### config.mk
export PLATFORM = sky130hd
export DESIGN_NAME = pseudo_analog_ramp
export DESIGN_NICKNAME = d
export VERILOG_FILES = /design/src/rtl/pseudo_analog_ramp.sv
export SDC_FILE = /design/constraint.sdc
export NUM_CORES = 1
export LEC_CHECK = 0
export ABC_AREA = 1
export BUFFER_PORTS_ARGS = -buffer_cell sky130_fd_sc_hd__buf_2
export CAP_MARGIN = 20
export CORE_ASPECT_RATIO = 1.4
export CORE_MARGIN = 4
export CORE_UTILIZATION = 66
export DETAILED_ROUTE_END_ITERATION = 10
export GPL_TIMING_DRIVEN = 0
export HOLD_SLACK_MARGIN = 0.1
export MAX_ROUTING_LAYER = met4
export PLACE_DENSITY_LB_ADDON = 0.3
export SYNTH_ARGS = -nofsm -noshare
export SYNTH_HDL_FRONTEND = slang
export SYNTH_SLANG_ARGS = --single-unit
export TNS_END_PERCENT = 100
### constraint.sdc
create_clock -name CLK -period 8.2 [get_ports CLK]
set_input_delay 0.41 -clock CLK [delete_from_list [all_inputs] [get_ports CLK]]
set_output_delay 0.41 -clock CLK [all_outputs]
set_load 0.01 [all_outputs]
### src/rtl/pseudo_analog_ramp.sv
// rtl/pseudo_analog_ramp.sv - D-pad to centred analog position emulator with per-axis ramp
// Each axis keeps a signed deflection, a step multiplier and its last direction; all update on TICK.
module pseudo_analog_ramp #(
    parameter int AXES      = 2,
    parameter int W         = 8,
    parameter int STEP      = 15,
    parameter int CSTEP     = 15,
    parameter int ACCEL_MAX = 3,
    parameter int LIMIT     = 120,
    parameter int CENTER    = 127
) (
    input  logic                CLK,
    input  logic                RESET,
    input  logic                TICK,
    input  logic [AXES-1:0]     POS,
    input  logic [AXES-1:0]     NEG,
    input  logic [2*AXES-1:0]   MODE,
    output logic [AXES*W-1:0]   OUT,
    output logic                UPD
);
    localparam int DW = W + 2;
    localparam int MW = (ACCEL_MAX < 2) ? 2 : $clog2(ACCEL_MAX + 1);
    localparam int M_RESTART = (ACCEL_MAX < 2) ? ACCEL_MAX : 2;

    localparam logic [1:0] DIR_NONE  = 2'd0;
    localparam logic [1:0] DIR_POS   = 2'd1;
    localparam logic [1:0] DIR_NEG   = 2'd2;
    localparam logic [1:0] MODE_HOLD = 2'd1;
    localparam logic [1:0] MODE_SNAP = 2'd2;

    logic r_upd;

    genvar gi;
    generate
        for (gi = 0; gi < AXES; gi++) begin : g_axis
            logic signed [DW-1:0] r_d;
            logic [MW-1:0]        r_m;
            logic [1:0]           r_dir;
            logic [W-1:0]         r_out;

            logic [1:0]           w_dir;
            logic [1:0]           w_mode;
            logic signed [31:0]   w_d;
            logic signed [31:0]   w_delta;
            logic signed [31:0]   w_sum;
            logic signed [31:0]   w_next_d;
            logic [MW-1:0]        w_next_m;

            // 32-bit signed working arithmetic so d +/- delta never wraps before the clamp
            always_comb begin
                w_mode = MODE[2*gi +: 2];
                if (POS[gi] && !NEG[gi]) begin
                    w_dir = DIR_POS;
                end else if (NEG[gi] && !POS[gi]) begin
                    w_dir = DIR_NEG;
                end else begin
                    w_dir = DIR_NONE;
                end
                w_d      = 32'(r_d);
                w_delta  = 32'sd0;
                w_sum    = w_d;
                w_next_d = w_d;
                w_next_m = MW'(1);

                if (w_mode == MODE_SNAP) begin
                    case (w_dir)
                        DIR_POS: w_next_d = LIMIT;
                        DIR_NEG: w_next_d = -LIMIT;
                        default: w_next_d = 32'sd0;
                    endcase
                end else if (w_dir == DIR_NONE) begin
                    if (w_mode != MODE_HOLD) begin
                        if (w_d > CSTEP) begin
                            w_next_d = w_d - CSTEP;
                        end else if (w_d < -CSTEP) begin
                            w_next_d = w_d + CSTEP;
                        end else begin
                            w_next_d = 32'sd0;
                        end
                    end
                end else begin
                    if (w_dir == r_dir) begin
                        w_delta  = STEP * int'(r_m);
                        w_next_m = (int'(r_m) >= ACCEL_MAX) ? MW'(ACCEL_MAX) : r_m + MW'(1);
                    end else begin
                        w_delta  = STEP;
                        w_next_m = MW'(M_RESTART);
                    end
                    w_sum = (w_dir == DIR_POS) ? (w_d + w_delta) : (w_d - w_delta);
                    if (w_sum > LIMIT) begin
                        w_next_d = LIMIT;
                    end else if (w_sum < -LIMIT) begin
                        w_next_d = -LIMIT;
                    end else begin
                        w_next_d = w_sum;
                    end
                end
            end

            always_ff @(posedge CLK) begin
                if (RESET) begin
                    r_d   <= '0;
                    r_m   <= MW'(1);
                    r_dir <= DIR_NONE;
                    r_out <= W'(CENTER);
                end else if (TICK) begin
                    r_d   <= DW'(w_next_d);
                    r_m   <= w_next_m;
                    r_dir <= w_dir;
                    r_out <= W'(CENTER + w_next_d);
                end
            end

            assign OUT[gi*W +: W] = r_out;
        end
    endgenerate

    always_ff @(posedge CLK) begin
        if (RESET) begin
            r_upd <= 1'b0;
        end else begin
            r_upd <= TICK;
        end
    end

    assign UPD = r_upd;

endmodule

; After elaboration in Yosys (flattened, before gate mapping)
; Cells that the tools add are included.
; W data, S select, Z words.
[op_classes]
add_sub_neg = 12
n_mul = 2
order_cmp = 10
n_eq_ne = 10
n_mux = 36
n_reduce_logical = 10
[op_table]
columns = op, count
row1 = $mux W32, 6
row2 = $mux W10, 14
row3 = $add A10 B32 Y32, 2
row4 = $gt A32 B8 Y1 const B, 2
row5 = $lt A32 B8 Y1 const B, 2
row6 = $sub A10 B32 Y32, 2
row7 = $pmux W10 S2, 2
row8 = $mux W2, 12
row9 = $add A10 B5 Y10 const B, 2
row10 = $gt A10 B5 Y1 const B, 2
row11 = $lt A10 B5 Y1 const B, 2
row12 = $sub A10 B5 Y10 const B, 2
row13 = $add A8 B8 Y8 const A, 2
row14 = $mul A4 B2 Y6 const A, 2
row15 = $mux W6, 2
row16 = $eq A2 B2 Y1 const B, 4
row17 = $add A2 B1 Y2 const B, 2
row18 = $eq A2 B1 Y1 const B, 2
row19 = $eq A2 B2 Y1, 2
row20 = $ge A2 B2 Y1 const B, 2
row21 = $logic_and A1 B1 Y1, 4
row22 = $logic_not A1 Y1, 4
row23 = $logic_not A2 Y1, 2
row24 = $ne A2 B1 Y1 const B, 2
[totals]
reg_bits = 45
inputBits = 11
output_inout_bits = 17
word_cells = 89

; Depth between registers and ports, before layout
[logic_depth]
depth_word = 16
mapped_depth = 42
mapped_depth_nobuf = 41

; Worst setup path before layout
; OpenSTA, ideal clock, no wires.
[synth_timing]
path_kind = input port to flip-flop
start = input NEG[0]
end = register g_axis[0].r_out[6]
setup_ns = 0.128
arrival_ns = 4.086
required_ns = 8.072
setup_slack_ns = 3.986
stages = 35
n_path_buf = 1
cell_sequence = inv_1 -> ha_1 -> buf_6 -> inv_6 -> nand2_2 -> nand2_2 -> nand2_1 -> inv_1 -> nand2_1 -> nor3_1 -> inv_1 -> nor2_1 -> ha_1 -> nand2_1 -> o21ai_0 -> ha_1 -> nand3_1 -> nand3_1 -> nand4_1 -> nand2_1 -> nand2_1 -> nand2_1 -> nand3_1 -> nor2_1 -> nand3_1 -> nor2_1 -> nand2_2 -> nand2_2 -> nand2_4 -> o21ai_2 -> nand3_2 -> ha_1 -> nand3_2 -> nand3b_1 -> o211ai_1
[synth_between]
elab_chain_cells = 15
word_cells_on_any_way = 23
cone_classes = add/sub: 3 / order compare: 2 / eq/ne: 3 / mux: 11 / reduce/logical: 4
[synth_lines]
columns = item, line
row1 = from (decl), 16  ; input logic [AXES-1:0] NEG,
row2 = $logic_not A1 Y1 *, 52  ; if (POS[gi] && !NEG[gi]) begin
row3 = $logic_and A1 B1 Y1 *, 52
row4 = $mux W2 *, 52
row5 = named net g_axis[0].w_dir[0], 41  ; logic [1:0] w_dir;
row6 = $eq A2 B2 Y1, 82  ; if (w_dir == r_dir) begin
row7 = $mux W6, 82
row8 = $mux W32, 71  ; end else if (w_dir == DIR_NONE) begin
row9 = $mux W32, 65  ; if (w_mode == MODE_SNAP) begin
row10 = $sub A10 B32 Y32 / $add A10 B32 Y32 (equally long branches), 89  ; w_sum = (w_dir == DIR_POS) ? (w_d + w_delta) : (w_d - w_delta);
row11 = $mux W32, 89
row12 = $lt A32 B8 Y1, 92  ; end else if (w_sum < -LIMIT) begin
row13 = $mux W10, 92
row14 = $mux W10, 90  ; if (w_sum > LIMIT) begin
row15 = $mux W10, 71
row16 = $mux W10 *, 65
row17 = $add A8 B8 Y8 *, 110  ; r_out <= W'(CENTER + w_next_d);
row18 = to (signal assigned), 105  ; r_out <= W'(CENTER);
row19 = to (signal assigned), 110
row20 = to (decl), 39  ; logic [W-1:0] r_out;
; The timed path passes the listed nets; every way through them passes the cells marked *. The select of a mux whose other input is x is not followed.
; A chain may end at the register's enable or synchronous reset.

; Worst setup path in the final report
[layout_timing]
start = input POS[0]
end = register g_axis[0].r_out[6]
[layout_between]
word_cells_on_any_way = 23
cone_classes = add/sub: 3 / order compare: 2 / eq/ne: 3 / mux: 11 / reduce/logical: 4
[layout_rtl]
columns = item, line
row1 = from (decl), 15  ; input logic [AXES-1:0] POS,
row2 = $logic_and A1 B1 Y1 *, 52
row3 = $mux W2 *, 52
row4 = named net g_axis[0].w_dir[0], 41
row5 = $eq A2 B2 Y1, 82
row6 = $mux W6, 82
row7 = $mux W32, 71
row8 = $mux W32, 65
row9 = $sub A10 B32 Y32 / $add A10 B32 Y32 (equally long branches), 89
row10 = $mux W32, 89
row11 = $lt A32 B8 Y1, 92
row12 = $mux W10, 92
row13 = $mux W10, 90
row14 = $mux W10, 71
row15 = $mux W10 *, 65
row16 = $add A8 B8 Y8 *, 110
; Marked as above.

==> results.toml <==
[status]
status = "complete, no violations"

[drt]
routed_wl_um = 17300
dr_wl_met3_um = 677
drt-wirelength-per-cell_um = 14.5
via_per_inst = 5.80
drtIter0Drc = 400
vias = 6879
firstDrtPassIters = 6
highest_layer = "met4"
antenna_left = 0
drt-met1-wl_um = 6930
drcViolationCount = 0
wl_met2_um = 8900

[synthesis]
synth_flop_cell = "dfxtp_1"
yosysWarnings = 0
async_reset_ff_share_pct = 0
synth_area_leaders = "nand2_1 18%, dfxtp_1 15%, ha_1 9.9%"
syn_inst = 1047
synth_edf_count = 0
ys_seq_area_share_pct = 14.8
yosysTopAreaCell = "nand2_1"
synth_top_area_share_pct = 18.4
synth_cell_types = 49
synth_nets = 1108
synth.avg_cell_area_sq_um = 5.82
synth_area_sq_mm = 0.00610
ys_ff_latch = 45

[sta]
slew_headroom_pct = 58.9
clock_skew_ps = 13.2
fin_crit_sh_pct = 60.7
max_freq_mhz = 201
setup_viol = 0
holdWs_ps = 462
report.final.slew_viol_count = 0
hold_viol = 0
fin_tns_setup_ps = 0
rsz0062_at_grt = "false"
worst_pin_slew_ps = 617
min_period_ps = 4970

[cells_and_area]
fin_util_pct = 72.2
nFillCells = 833
final_cells = 1187
area_growth_pct = 6.96
fin_nets = 1141
drive_gt1_share_pct = 9.26
num_antenna_cells = 0

[critical_path]
reg2regPathDepth = 33
cp-start-kind = "primary input"
arrival_ps = 5180
rr_startpoint = "g_axis[1].r_m[0]$_SDFFE_PP1P_"
worstSetupPathType = "in -> reg"
crit_top_cell = "nand2_1"
timing.rr.end = "g_axis[1].r_out[6]$_SDFFE_PP1P_"
ff2ff_setup_slack_ps = 3350
slowest_delay_ps = 410
cp-end-kind = "flop"
critPathMaxFanout = 10
required_ps = 8400
crit_path_top_delay_cell = "nor3_1"

[clock_tree]
cts_root_buf = "clkbuf_16"
cts_num_sinks = 45
postCtsResizedCells = 0
cts_inserted_buffers = 5
post_cts_buffers = 0
ctsHoldBuffers = 0
path_clk_slew_ps = 70
htreeDepth = 2
cts_tree = "done"
cts_buffer_depth = 2
clock_latency_ps = 290

[placed_design]
place_congestion = 0.992
dp_hpwl_um = 14000
io_buffers = 26
dp.cells = 1180

[grt]
grt_overflow = 0
antenna_found_initial = 0
grt_pass1_vias = 6463
grt_pass1_wl_um = 28900
grtUsageTotal_pct = 33.4
grt_max_degree = 14

[pwr]
power_leakage_nw = 3.44
ir_drop_v = 0.000124
power_density_mw_per_mm2 = 181

[floorplan]
fp.dieH_um = 122
placementRows = 41
dieArea_sq_mm = 0.0109
die_width_um = 89.2
start_util_pct = 67.5
core_area_sq_mm = 0.00903
ios = 28

[hold_path]
hp-class = "reg -> reg"
min_from = "g_axis[0].r_out[0]$_SDFFE_PP1P_"
hold_end = "g_axis[0].r_out[0]$_SDFFE_PP1P_"
min_path_cells = 2

[run]
drv_cap = 0
[stage by stage]
stage	power (mW)	instance area, sq um	worst slack (ps)
finish	1.18	6520	3230
global route	1.28	6520	2710
CTS	1.17	6520	3220
detailed placement	0.942	6360	2930
global placement	0.931	6360	3130
floorplan	0.796	6100	3990
[layer usage]
metal / up-vias / global-route usage (%)
met4: 0 / 12.8
met3: 66 / 2.57
met1: 3085 / 38.0
met2: 219 / 59.6
li1: 3509 / -
met5: - / -
[cells by family after synthesis]
logic type	share of synthesized area, %
AO/OA/AOI/OAI	18.0
XOR/XNOR	3.57
adder cells (fa/ha/maj)	10.5
buffers and inverters	10.9
flip-flops	14.8
AND/OR/NAND/NOR	42.2
[cell usage after synthesis (2+ instances only)]
cell type,number
a21oi_1,81
nor4_1,2
nor3b_2,2
xnor2_1,9
clkinv_1,4
a21o_1,4
a21oi_2,4
nor2_2,6
o221ai_1,5
a211oi_1,3
nand3_2,5
nand2_4,4
fa_1,2
nand3b_1,5
inv_2,7
nor3_1,12
nand2_1,299
o211ai_1,10
a31oi_1,9
o21ai_1,8
clkbuf_1,23
nand4_1,17
o2111ai_1,3
inv_1,137
nand3_4,3
nor2_1,82
xor2_1,14
dfxtp_1,45
nand2_2,21
ha_1,48
o21ai_0,59
nand3_1,95
nand4_4,3
[where the power goes]
part / total, mW / internal, mW / leakage, nW / switching (mW)
Sequential: 0.274 / 0.243 / 0.374 / 0.0314
Combinational: 0.676 / 0.229 / 2.99 / 0.448
Clock: 0.232 / 0.142 / 0.0797 / 0.0903
[worst max path at each step]
stage                 from                              end  slack, ps  depth (start not counted)
finish              POS[0]  g_axis[0].r_out[6]$_SDFFE_PP1P_       3230                         35
floorplan           NEG[0]  g_axis[0].r_out[6]$_SDFFE_PP1P_       3990                         35
global route        NEG[0]  g_axis[0].r_out[6]$_SDFFE_PP1P_       2710                         36
global placement    POS[0]  g_axis[0].r_out[6]$_SDFFE_PP1P_       3130                         34
CTS                 POS[0]  g_axis[0].r_out[6]$_SDFFE_PP1P_       3220                         35
detailed placement  POS[0]  g_axis[0].r_out[6]$_SDFFE_PP1P_       2930                         36
[cells in the final DEF, fill, tap and decap left out, drive strengths merged, types with 5 or more instances in the layout]
cell type / instances
buf: 28
nand3: 103
o221ai: 5
o21ai: 69
a21oi: 85
clkinv: 5
nor2: 89
xnor2: 9
dfxtp: 45
o211ai: 10
nand2: 324
nand3b: 5
inv: 145
a31oi: 9
ha: 48
nor3: 13
clkbuf: 28
nand4: 21
xor2: 15
[area by class of cell]
| cell class | instances | area, sq um | share of cell area (%) |
|---|---|---|---|
| buffer | 25 | 103 | 1.57 |
| sequential | 45 | 901 | 13.8 |
| multi-input combinational | 828 | 4530 | 69.5 |
| inverter | 149 | 564 | 8.65 |
| timing repair buffer | 26 | 130 | 2.00 |
| clock buffer | 5 | 125 | 1.92 |
| clock inverter | 2 | 35.0 | 0.537 |
| tap | 107 | 134 | 2.05 |
[worst max-delay path: cells and delay by family]
family                     cells  cell delay (ps)
buffers and inverters          5              560
AOI/OAI and AO/OA              4              490
and+or+nand+nor               22             2650
adders and majority gates      4             1060
[flip-flops by register name (all words and copies together) (netlist names)]
signal,cells
UPD,1
g_axis.r_d,20
g_axis.r_dir,4
g_axis.r_m,4
g_axis.r_out,16
Note: power is estimated with default switching activity, not from simulation.
